File: src/rtl/uart_pkg.sv
// Shared UART definitions: FSM state encoding, parity modes and baud divisor rounding.
// Used by both the transmit and receive controllers.
package uart_pkg;

    typedef enum logic [2:0] {
        IDLE,
        START,
        DATA,
        PAR,
        STOP
    } uart_state_t;

    localparam int PAR_NONE = 0;
    localparam int PAR_ODD  = 1;
    localparam int PAR_EVEN = 2;

    // Clocks per line bit, rounded to the nearest integer.
    function automatic int baud_div(input int clk_per, input int baud);
        return (clk_per + baud / 2) / baud;
    endfunction

endpackage

File: src/rtl/baud_tick.sv
// Free-running bit-period counter: counts 0..DIV-1 while enabled and pulses tick on the last count.
// Held at zero while disabled, so the first enabled cycle starts a fresh period.
module baud_tick #(
    parameter int DIV = 16
) (
    input  logic clk,
    input  logic rst,
    input  logic en,
    output logic tick
);

    localparam int W = $clog2(DIV);
    localparam logic [W-1:0] LAST = W'(DIV - 1);

    logic [W-1:0] cnt_q, cnt_d;

    always_comb begin
        tick  = en && (cnt_q == LAST);
        cnt_d = cnt_q;
        if (!en || tick) begin
            cnt_d = '0;
        end else begin
            cnt_d = cnt_q + 1'b1;
        end
    end

    always_ff @(posedge clk or posedge rst) begin
        if (rst) begin
            cnt_q <= '0;
        end else begin
            cnt_q <= cnt_d;
        end
    end

endmodule

File: src/rtl/tx_ctrl.sv
// UART transmitter: one byte per valid/ready handshake, framed as start, 8 data bits LSB first,
// optional parity and 1 or 2 stop bits. The line is driven from a flop fed by next-state.
module tx_ctrl
    import uart_pkg::*;
#(
    parameter int CLK_PER   = 100_000_000,
    parameter int BAUD      = 115200,
    parameter int PARITY    = 0,
    parameter int STOP_BITS = 1
) (
    input  logic       clk,
    input  logic       rst,
    input  logic [7:0] tx_data,
    input  logic       tx_valid,
    output logic       tx_ready,
    output logic       tx,
    output logic       tx_busy
);

    localparam int DIV = baud_div(CLK_PER, BAUD);
    localparam logic LAST_STOP = (STOP_BITS == 2);

    if (DIV < 2) begin : g_bad_div
        $error("tx_ctrl: baud divisor must be at least 2");
    end
    if (PARITY > 2 || PARITY < 0) begin : g_bad_parity
        $error("tx_ctrl: PARITY must be 0, 1 or 2");
    end
    if (STOP_BITS != 1 && STOP_BITS != 2) begin : g_bad_stop
        $error("tx_ctrl: STOP_BITS must be 1 or 2");
    end

    // Handshake: a byte is taken at a rising edge where tx_valid && tx_ready;
    // tx_ready is a pure decode of IDLE, so upstream must hold tx_valid until then.
    uart_state_t state_q, state_d;
    logic [7:0]  shreg_q, shreg_d;
    logic [2:0]  idx_q, idx_d;
    logic        par_q, par_d;
    logic        stop_q, stop_d;
    logic        tx_q, tx_d;
    logic        bit_end;

    baud_tick #(.DIV(DIV)) u_baud (
        .clk  (clk),
        .rst  (rst),
        .en   (state_q != IDLE),
        .tick (bit_end)
    );

    always_comb begin
        state_d = state_q;
        shreg_d = shreg_q;
        idx_d   = idx_q;
        par_d   = par_q;
        stop_d  = stop_q;
        case (state_q)
            IDLE: begin
                if (tx_valid) begin
                    shreg_d = tx_data;
                    par_d   = (PARITY == PAR_ODD) ? ~^tx_data : ^tx_data;
                    idx_d   = 3'd0;
                    stop_d  = 1'b0;
                    state_d = START;
                end
            end
            START: begin
                if (bit_end) begin
                    idx_d   = 3'd0;
                    state_d = DATA;
                end
            end
            DATA: begin
                if (bit_end) begin
                    shreg_d = {1'b0, shreg_q[7:1]};
                    idx_d   = idx_q + 3'd1;
                    if (idx_q == 3'd7) begin
                        state_d = (PARITY != PAR_NONE) ? PAR : STOP;
                    end
                end
            end
            PAR: begin
                if (bit_end) begin
                    state_d = STOP;
                end
            end
            STOP: begin
                if (bit_end) begin
                    if (stop_q == LAST_STOP) begin
                        stop_d  = 1'b0;
                        state_d = IDLE;
                    end else begin
                        stop_d  = 1'b1;
                    end
                end
            end
            default: state_d = IDLE;
        endcase

        // Line level follows the state being entered, so it changes exactly on bit boundaries.
        case (state_d)
            START:   tx_d = 1'b0;
            DATA:    tx_d = shreg_d[0];
            PAR:     tx_d = par_d;
            default: tx_d = 1'b1;
        endcase
    end

    always_ff @(posedge clk or posedge rst) begin
        if (rst) begin
            state_q <= IDLE;
            shreg_q <= 8'd0;
            idx_q   <= 3'd0;
            par_q   <= 1'b0;
            stop_q  <= 1'b0;
            tx_q    <= 1'b1;
        end else begin
            state_q <= state_d;
            shreg_q <= shreg_d;
            idx_q   <= idx_d;
            par_q   <= par_d;
            stop_q  <= stop_d;
            tx_q    <= tx_d;
        end
    end

    assign tx       = tx_q;
    assign tx_ready = (state_q == IDLE);
    assign tx_busy  = (state_q != IDLE);

endmodule

File: config.mk
export PLATFORM = sky130hd
export DESIGN_NAME = tx_ctrl
export DESIGN_NICKNAME = d
export VERILOG_FILES = /design/src/rtl/uart_pkg.sv /design/src/rtl/baud_tick.sv /design/src/rtl/tx_ctrl.sv
export SDC_FILE = /design/constraint.sdc
export NUM_CORES = 1
export LEC_CHECK = 0
export CORE_MARGIN = 4
export CORE_UTILIZATION = 44
export CTS_CLUSTER_DIAMETER = 60
export DETAILED_ROUTE_END_ITERATION = 8
export MAX_ROUTING_LAYER = met4
export PLACE_DENSITY = 0.71
export SLEW_MARGIN = 20
export SYNTH_ARGS = -nofsm -noshare
export SYNTH_HDL_FRONTEND = slang
export SYNTH_HIERARCHICAL = 1
export SYNTH_SLANG_ARGS = --single-unit
File: constraint.sdc
create_clock -name clk -period 6.2 [get_ports clk]
set_input_delay 0.62 -clock clk [delete_from_list [all_inputs] [get_ports clk]]
set_output_delay 0.62 -clock clk [all_outputs]
set_load 0.01 [all_outputs]
==> impl_metrics.env <==
export IMPL_seqPwrFrac=0.569
export IMPL_layout_drive_gt1_share=0.0714
export IMPL_relSlewSlack=0.421
export IMPL_ios=14
export IMPL_dp_hpwl_um=2090
export IMPL_critPathKind="reg -> reg"
export IMPL_tns_ns=0
export IMPL_dp_slack_ns=3.07
export IMPL_setup_worst_path_end="tx"
export IMPL_setup_ws_ns=3.02
export IMPL_worst_pin_slew_ns=0.861
export IMPL_power_frac_comb=0.229
export IMPL_crit_path_end_kind="flop"
export IMPL_post_cts_buffers=0
export IMPL_syn_nets=157
export IMPL_timing_final_crit_period_ns=3.18
export IMPL_cts_tree="done"
export IMPL_htreeDepth=1
export IMPL_routed_via_density=5.39
export IMPL_die_w_um=64.6
export IMPL_antenna_cells=0
export IMPL_slew_violations=0
export IMPL_path_cells="or4_4 -> or2_1 -> nor3_1 -> and4bb_1 -> nor2_4 -> a22o_1 -> o31a_1"
export IMPL_ir_worst_vdd_mv=0.183
export IMPL_die_h_um=64.6
export IMPL_fill_cells=301
export IMPL_hold_viol=0
export IMPL_yosysSeqAreaShare=0.463
export IMPL_synth_cell_type_count=43
export IMPL_max_stage_delay_ns=0.70
export IMPL_crit_arrival_ns=3.44
export IMPL_drc=0
export IMPL_intPower_mw=0.283
export IMPL_drt_wl_total_um=2750
export IMPL_overflow=0
export IMPL_final_util=0.522
export IMPL_cts_hold_buffers=0
export IMPL_placement_rows=20
export IMPL_clock_sinks=26
export IMPL_worstReg2RegEnd="tx"
export IMPL_maxCapViolCount=0
export IMPL_p_sw_mw=0.126
export IMPL_required_ns=6.46
export IMPL_grt_pass1_wl_um=4880
export IMPL_rrSetupSlack_ns=3.02
export IMPL_cts_resized_gates=0
export IMPL_antenna_found_initial=0
export IMPL_r2r_start="u_baud/cnt_q[7]"
export IMPL_finalSetupViolCount=0
export IMPL_avgSynthCellArea_sq_um=9.84
export IMPL_yosysTopAreaCell="dfrtp_1"
export IMPL_period_share=0.514
export IMPL_coreArea_sq_um=3050
export IMPL_yosysWarnings=6
export IMPL_setup_worst_path_start="u_baud/cnt_q[7]"
export IMPL_fmax_mhz=314
export IMPL_synth_area_sq_um=1410
export IMPL_wl_per_cell_um=13.9
export IMPL_yosysMostFrequentCell="dfrtp_1"
export IMPL_start_util=0.461
export IMPL_syn_to_final_growth_pct=13.2
export IMPL_portBuffers=13
export IMPL_final_nets=169
export IMPL_synth_ff_type="dfrtp_1"
export IMPL_cp_max_fo=9
export IMPL_grt_pass1_vias=1100
export IMPL_synth_common_cells="dfrtp_1, nand2_1, o21ai_0"
export IMPL_ys_ff_latch=26
export IMPL_slowest_stage="nor3_1"
export IMPL_gp_congestion=0.844
export IMPL_status="complete, no violations"
export IMPL_finalPower_mw=0.409
export IMPL_synth_top_area_frac=0.444
export IMPL_root_buffer="clkbuf_4"
export IMPL_dr_pass1_iters=4
export IMPL_synth_edff_count=0
export IMPL_cts_buffers=3
export IMPL_fin_cells=198
export IMPL_clkSlewWorstSetupHoldPaths_ns=0.13
export IMPL_start_kind="flop"
export IMPL_die_area_sq_um=4170
export IMPL_first_iter_violations=87
export IMPL_clk_path_buf_depth=2
export IMPL_hold_class="reg -> reg"
export IMPL_vias=1067
export IMPL_rsz0062_at_grt="false"
export IMPL_antenna_left=0
export IMPL_synth_cells=143
export IMPL_clkPwrFrac=0.202
export IMPL_reg2reg_depth=7
export IMPL_p_leak_nw=0.688
export IMPL_grt_max_degree=17
export IMPL_async_reset_ff_frac=1.00
export IMPL_switching_share=0.307
export IMPL_dp_cells=194
export IMPL_yosys_top_cells_area="dfrtp_1, xnor2_1, nand2_1"
export IMPL_powerDensity_nw_per_um2=257
export IMPL_track_usage=0.151
export IMPL_fin_skew_ns=0.00427
export IMPL_clkLatencyLatePin_ns=0.31
==> flip-flops by register name, indices dropped and copies added (netlist names) <==
register and flops:
tx 1, idx_q 3, par_q 1, u_baud/cnt_q 10
shreg_q 8, state_q 3
==> worst min path at each step <==
stage	from	to	slack, ns	cells after the start
final	shreg_q[5]	shreg_q[5]	0.50	2
after global routing	shreg_q[5]	shreg_q[5]	0.53	2
after CTS	shreg_q[5]	shreg_q[5]	0.50	2
after detailed placement	shreg_q[5]	shreg_q[5]	0.47	2
after global placement	shreg_q[2]	shreg_q[2]	0.47	2
after floorplan	shreg_q[2]	shreg_q[2]	0.45	2
==> cells by family (layout without fill, tap and decap cells) <==
family,count (synthesis),in the layout,synth area share
xor gates and xnor gates,10,10,0.0622
AOI/OAI and AO/OA,35,35,0.174
buffers and inverters,12,23,0.0409
and+or+nand+nor,56,56,0.226
DFF,26,26,0.463
muxes,1,1,0.00711
adders and majority gates,3,3,0.0267
==> power groups by stage <==
stage,clock network [mW],registers [mW],logic (mW)
finish,0.0827,0.233,0.0937
global route,0.0939,0.239,0.107
CTS,0.0870,0.232,0.0948
detailed placement,0,0.235,0.0942
global placement,0,0.233,0.0916
floorplan,0,0.227,0.0721
==> layer usage <==
metal	vias up	wire length [um]	global-route usage
met2	10	1360	0.246
met1	516	1310	0.189
li1	539	-	-
met5	-	0	-
met3	2	63	0.0364
met4	0	12	0.0396
==> through the flow <==
step	cell area, sq um	hold WS [ns]
6_report	1590	0.497
3_3_place_gp	1560	0.465
2_1_floorplan	1410	0.446
4_1_cts	1590	0.500
5_1_grt	1590	0.529
3_5_place_dp	1560	0.467
==> cell usage in the layout, fill, tap and decap left out, types with 2 or more instances in the layout <==
cell type	n
xnor2_1	8
inv_1	6
or3_1	5
clkbuf_4	3
ha_1	3
o31ai_1	3
o21ai_0	10
nand3_1	8
nand4_1	2
nand2b_1	2
nor2_1	9
clkdlybuf4s50_1	13
xor2_1	2
nand2_1	17
a22oi_1	6
dfrtp_1	25
a21oi_1	7
==> worst max-delay path, delay by kind of cell, from the launching register on <==
family           cells  cell delay (ns)
flip-flops           1             0.44
AO/OA/AOI/OAI        2             0.55
AND/OR/NAND/NOR      5             2.14
==> area by class of cell <==
class	instances	area, sq um	area share
tap	44	55.1	0.0345
inverter	6	22.5	0.0141
multi-input combinational	105	698	0.438
sequential	26	652	0.409
clock buffer	4	36.3	0.0228
timing repair buffer	13	130	0.0816
(Power assumes the default switching activity.)
==> edit 1, RTL diff (same flow settings) <==
`PARITY`: 0 -> 1.
--- a/src/rtl/tx_ctrl.sv
+++ b/src/rtl/tx_ctrl.sv
@@ -6,5 +6,5 @@
     parameter int CLK_PER   = 100_000_000,
     parameter int BAUD      = 115200,
-    parameter int PARITY    = 0,
+    parameter int PARITY    = 1,
     parameter int STOP_BITS = 1
 ) (
Function: no difference found for any inputs over 10 cycles, from zero or initial values and one cycle with rst high; that may be too few to reach the edited logic, so the function may still have changed.
==> edit 1 against the original RTL <==
  * Sequential cell count stayed put
  * Wire length is 5.3% lower
  * Power is 6.9% higher
  * Clock skew is 0.0024 ns lower
  * Cell area is 0.16% lower
  * Area after synthesis is 1.7% lower
  * Die area is 1.5% lower
  * Worst setup slack better by 0.053 ns
==> edit 1: results (changes against the original RTL) <==
most frequent cells after synthesis: 25 x dfrtp_1, 18 x nand2_1, 8 x nor2_1, 8 x xnor2_1, 7 x nand3_1
cell count after placement: 192 (-1.0%)
multi-input combinational area share: 42.7% (-1.1 points)
DP Wirelength: 1860 um (-11%)
syn_area_per_cell: 9.81 sq um (-0.29%)
Setup WS pre-CTS: 3.14 ns (+0.0745 ns)
Worst Clk Skew: 0.00188 ns (-0.00240 ns)
DR iter-0 viols: 37 (-57%)
Seq/Total Area, Yosys: 47.1% (+0.80 points)
Mapped Nets: 155 (-1.3%)
Synth area leaders: dfrtp_1 45%, xnor2_1 5.1%, nand2_1 4.9%
P_sw: 127 uW (+1.4%)
number of clock-tree buffers in the layout: 3 (-1)
status: finished, final reports clean
Total Routing Usage GR: 14.3% (-0.76 points)
multiplexer share of the synthesized area: 1.54% (+0.83 points)
fin cells: 196 (-1.0%)
Reg power frac: 54.4% (-2.5 points)
fillers: 264 (-12%)
vias in the first global route: 1068 (-2.9%)
final WL: 2610 um (-5.3%)
layout cells sized above 1: 8.55% (+1.4 points)
Post-Synth XOR/XNOR Area: 6.33% (+0.11 points)
seq_cells: 26 (unchanged)
Synth Area in Compound Gates: 17.0% (-0.42 points)
placed cell areas: 1540 sq um (-1.2%)
Vias/cell: 5.32 (-1.3%)
first-pass GRT wire length: 4590 um (-5.9%)
-- edit 1: worst paths after layout --
| path | start | endpoint | cells past startpoint |
|---|---|---|---|
| max in group asynchronous | rst | par_q | 2 |
| min in group asynchronous | rst | u_baud/cnt_q[0] | 2 |
| worst min-delay path | idx_q[0] | idx_q[0] | 1 |
| worst max-delay path | u_baud/cnt_q[3] | tx | 7 |
| worst min register to register | idx_q[0] | idx_q[0] | 1 |
| worst max register to register | u_baud/cnt_q[3] | tx | 7 |
-- edit 1: critical path, stage by stage, from the launching register on --
cell and delay, ns:
dfrtp_1 0.45, or4_4 0.55, or2_1 0.25, nor3_1 0.66
and4bb_1 0.52, nor2_2 0.15, a21o_1 0.25, o31a_1 0.23
-- edit 1: layer usage --
| metal | share of wire (%) | track usage (%) |
|---|---|---|
| met3 | 2.6 | 2.81 |
| met2 | 50 | 24.3 |
| met4 | 1.2 | 4.04 |
| met1 | 47 | 17.4 |
| met5 | 0 | - |
==> edit 2, RTL diff (same settings) <==
Made on the original files. Register the output `tx` once more, with the module's reset; this adds one clock of latency there. The other outputs are not delayed to match.
--- a/src/rtl/tx_ctrl.sv
+++ b/src/rtl/tx_ctrl.sv
@@ -124,5 +124,11 @@
     end
 
-    assign tx       = tx_q;
+    always_ff @(posedge clk or posedge rst) begin
+        if (rst) begin
+            tx <= '0;
+        end else begin
+            tx <= tx_q;
+        end
+    end
     assign tx_ready = (state_q == IDLE);
     assign tx_busy  = (state_q != IDLE);
Check against the original RTL: not equivalent (a bounded check fails within 4 cycles, from zero or initial values and one cycle with rst high).
==> edit 2 against the original RTL <==
  * Power about the same
  * Cell area down 1.2%
  * Area after synthesis down 1.3%
  * Wire length down 9.8%
  * Worst setup slack better by 0.26 ns
  * Clock power down 6.9%
  * Via count down 5.7%
  * Sequential cell count up 1
  * Critical path type unchanged
  * Highest routed layer unchanged
==> edit 2: results (changes against the original RTL) <==
#MultiIn Comb: 99 (-5.7%)
yosys warns: 6 (unchanged)
number of clock-tree buffers in the layout: 3 (-1)
Worst Clk Skew: 0.00869 ns (+0.00442 ns)
Arr. time, crit path: 3.20 ns (-0.24 ns)
Synth Area in Compound Gates: 16.0% (-1.4 points)
VDD IR max: 0.000130 V (-29%)
Post-Synth XOR/XNOR Area: 6.31% (+0.084 points)
area of the multi-input gates: 657 sq um (-5.9%)
Setup WS pre-CTS: 3.27 ns (+0.205 ns)
vias in the first global route: 1014 (-7.8%)
first-pass GRT wire length: 4430 um (-9.2%)
Tightest Pin Transition: 0.746 ns (-0.116 ns)
layout cells sized above 1: 8.00% (+0.86 points)
Routed WL per cell: 12.8 um (-7.9%)
Logic inverters: 7 (+1)
multiplexer share of the synthesized area: 1.53% (+0.82 points)
Seq area share: 43.0% (+2.1 points)
Total Routing Usage GR: 13.8% (-1.3 points)
Hold Path End: tx
Clock power frac: 18.8% (-1.4 points)
Seq/Total Area, Yosys: 48.7% (+2.4 points)
Met3 Wirelength: 76 um (+21%)
Pre-antenna DRT Iters: 4 (unchanged)
met2 wire len: 1110 um (-18%)
Crit Path Max Fanout: 12 (+3)
fillers: 280 (-7.0%)
DP Wirelength: 1790 um (-14%)
most frequent cells after synthesis: 26 x dfrtp_1, 18 x nand2_1, 9 x nor2_1, 8 x xnor2_1, 7 x inv_1
GR Util met2: 21.2% (-3.5 points)
total power: 409 uW (about the same)
Mapped Nets: 152 (-3.2%)
reg-to-reg endpoint: tx_q
status: finished, final reports clean
DR iter-0 viols: 62 (-29%)
Critical Path Max Stage Delay: 0.56 ns (-0.14 ns)
seq_cells: 27 (+3.8%)
Vias/cell: 5.19 (-3.8%)
slowest CP cell: or4_4
Reg clk slew, reported paths: 0.15 ns (+0.02 ns)
Synth area leaders: dfrtp_1 47%, xnor2_1 5.0%, nand2_1 4.9%
LEAKAGE: 0.000696 uW (+1.3%)
Metal-1 WL: 1260 um (-4.1%)
routability cong.: 0.855 (+1.3%)
Layout non-clock buf frac: 8.26% (+0.097 points)
count of different cell masters after synthesis: 40 (-7.0%)
Clock buf/inv share: 1.91% (-0.37 points)
post-synthesis adder-cell area fraction: 2.70% (+0.036 points)
met1 usage: 18.8% (-0.13 points)
largest net degree at the start of global routing: 18 (+1)
==> edit 2: how the worst max path moves through the flow <==
stage | endpoint | cells after the start | slack, ns | startpoint
floorplan | tx_q | 7 | 3.69 | u_baud/cnt_q[7]
global placement | tx_q | 7 | 3.39 | u_baud/cnt_q[7]
detailed placement | tx_q | 7 | 3.27 | u_baud/cnt_q[7]
CTS | tx_q | 7 | 3.27 | u_baud/cnt_q[7]
global route | tx_q | 7 | 3.08 | u_baud/cnt_q[3]
finish | tx_q | 7 | 3.28 | u_baud/cnt_q[7]
==> edit 2: per-stage QoR <==
step	hold WS (ns)	std cells	cell area (sq um)	util, %
2_1_floorplan	0.379	138	1390	-
3_3_place_gp	0.383	190	1550	51.0
6_report	0.401	194	1580	52.0
4_1_cts	0.404	194	1580	52.0
3_5_place_dp	0.384	190	1550	51.0
5_1_grt	0.406	194	1580	52.0
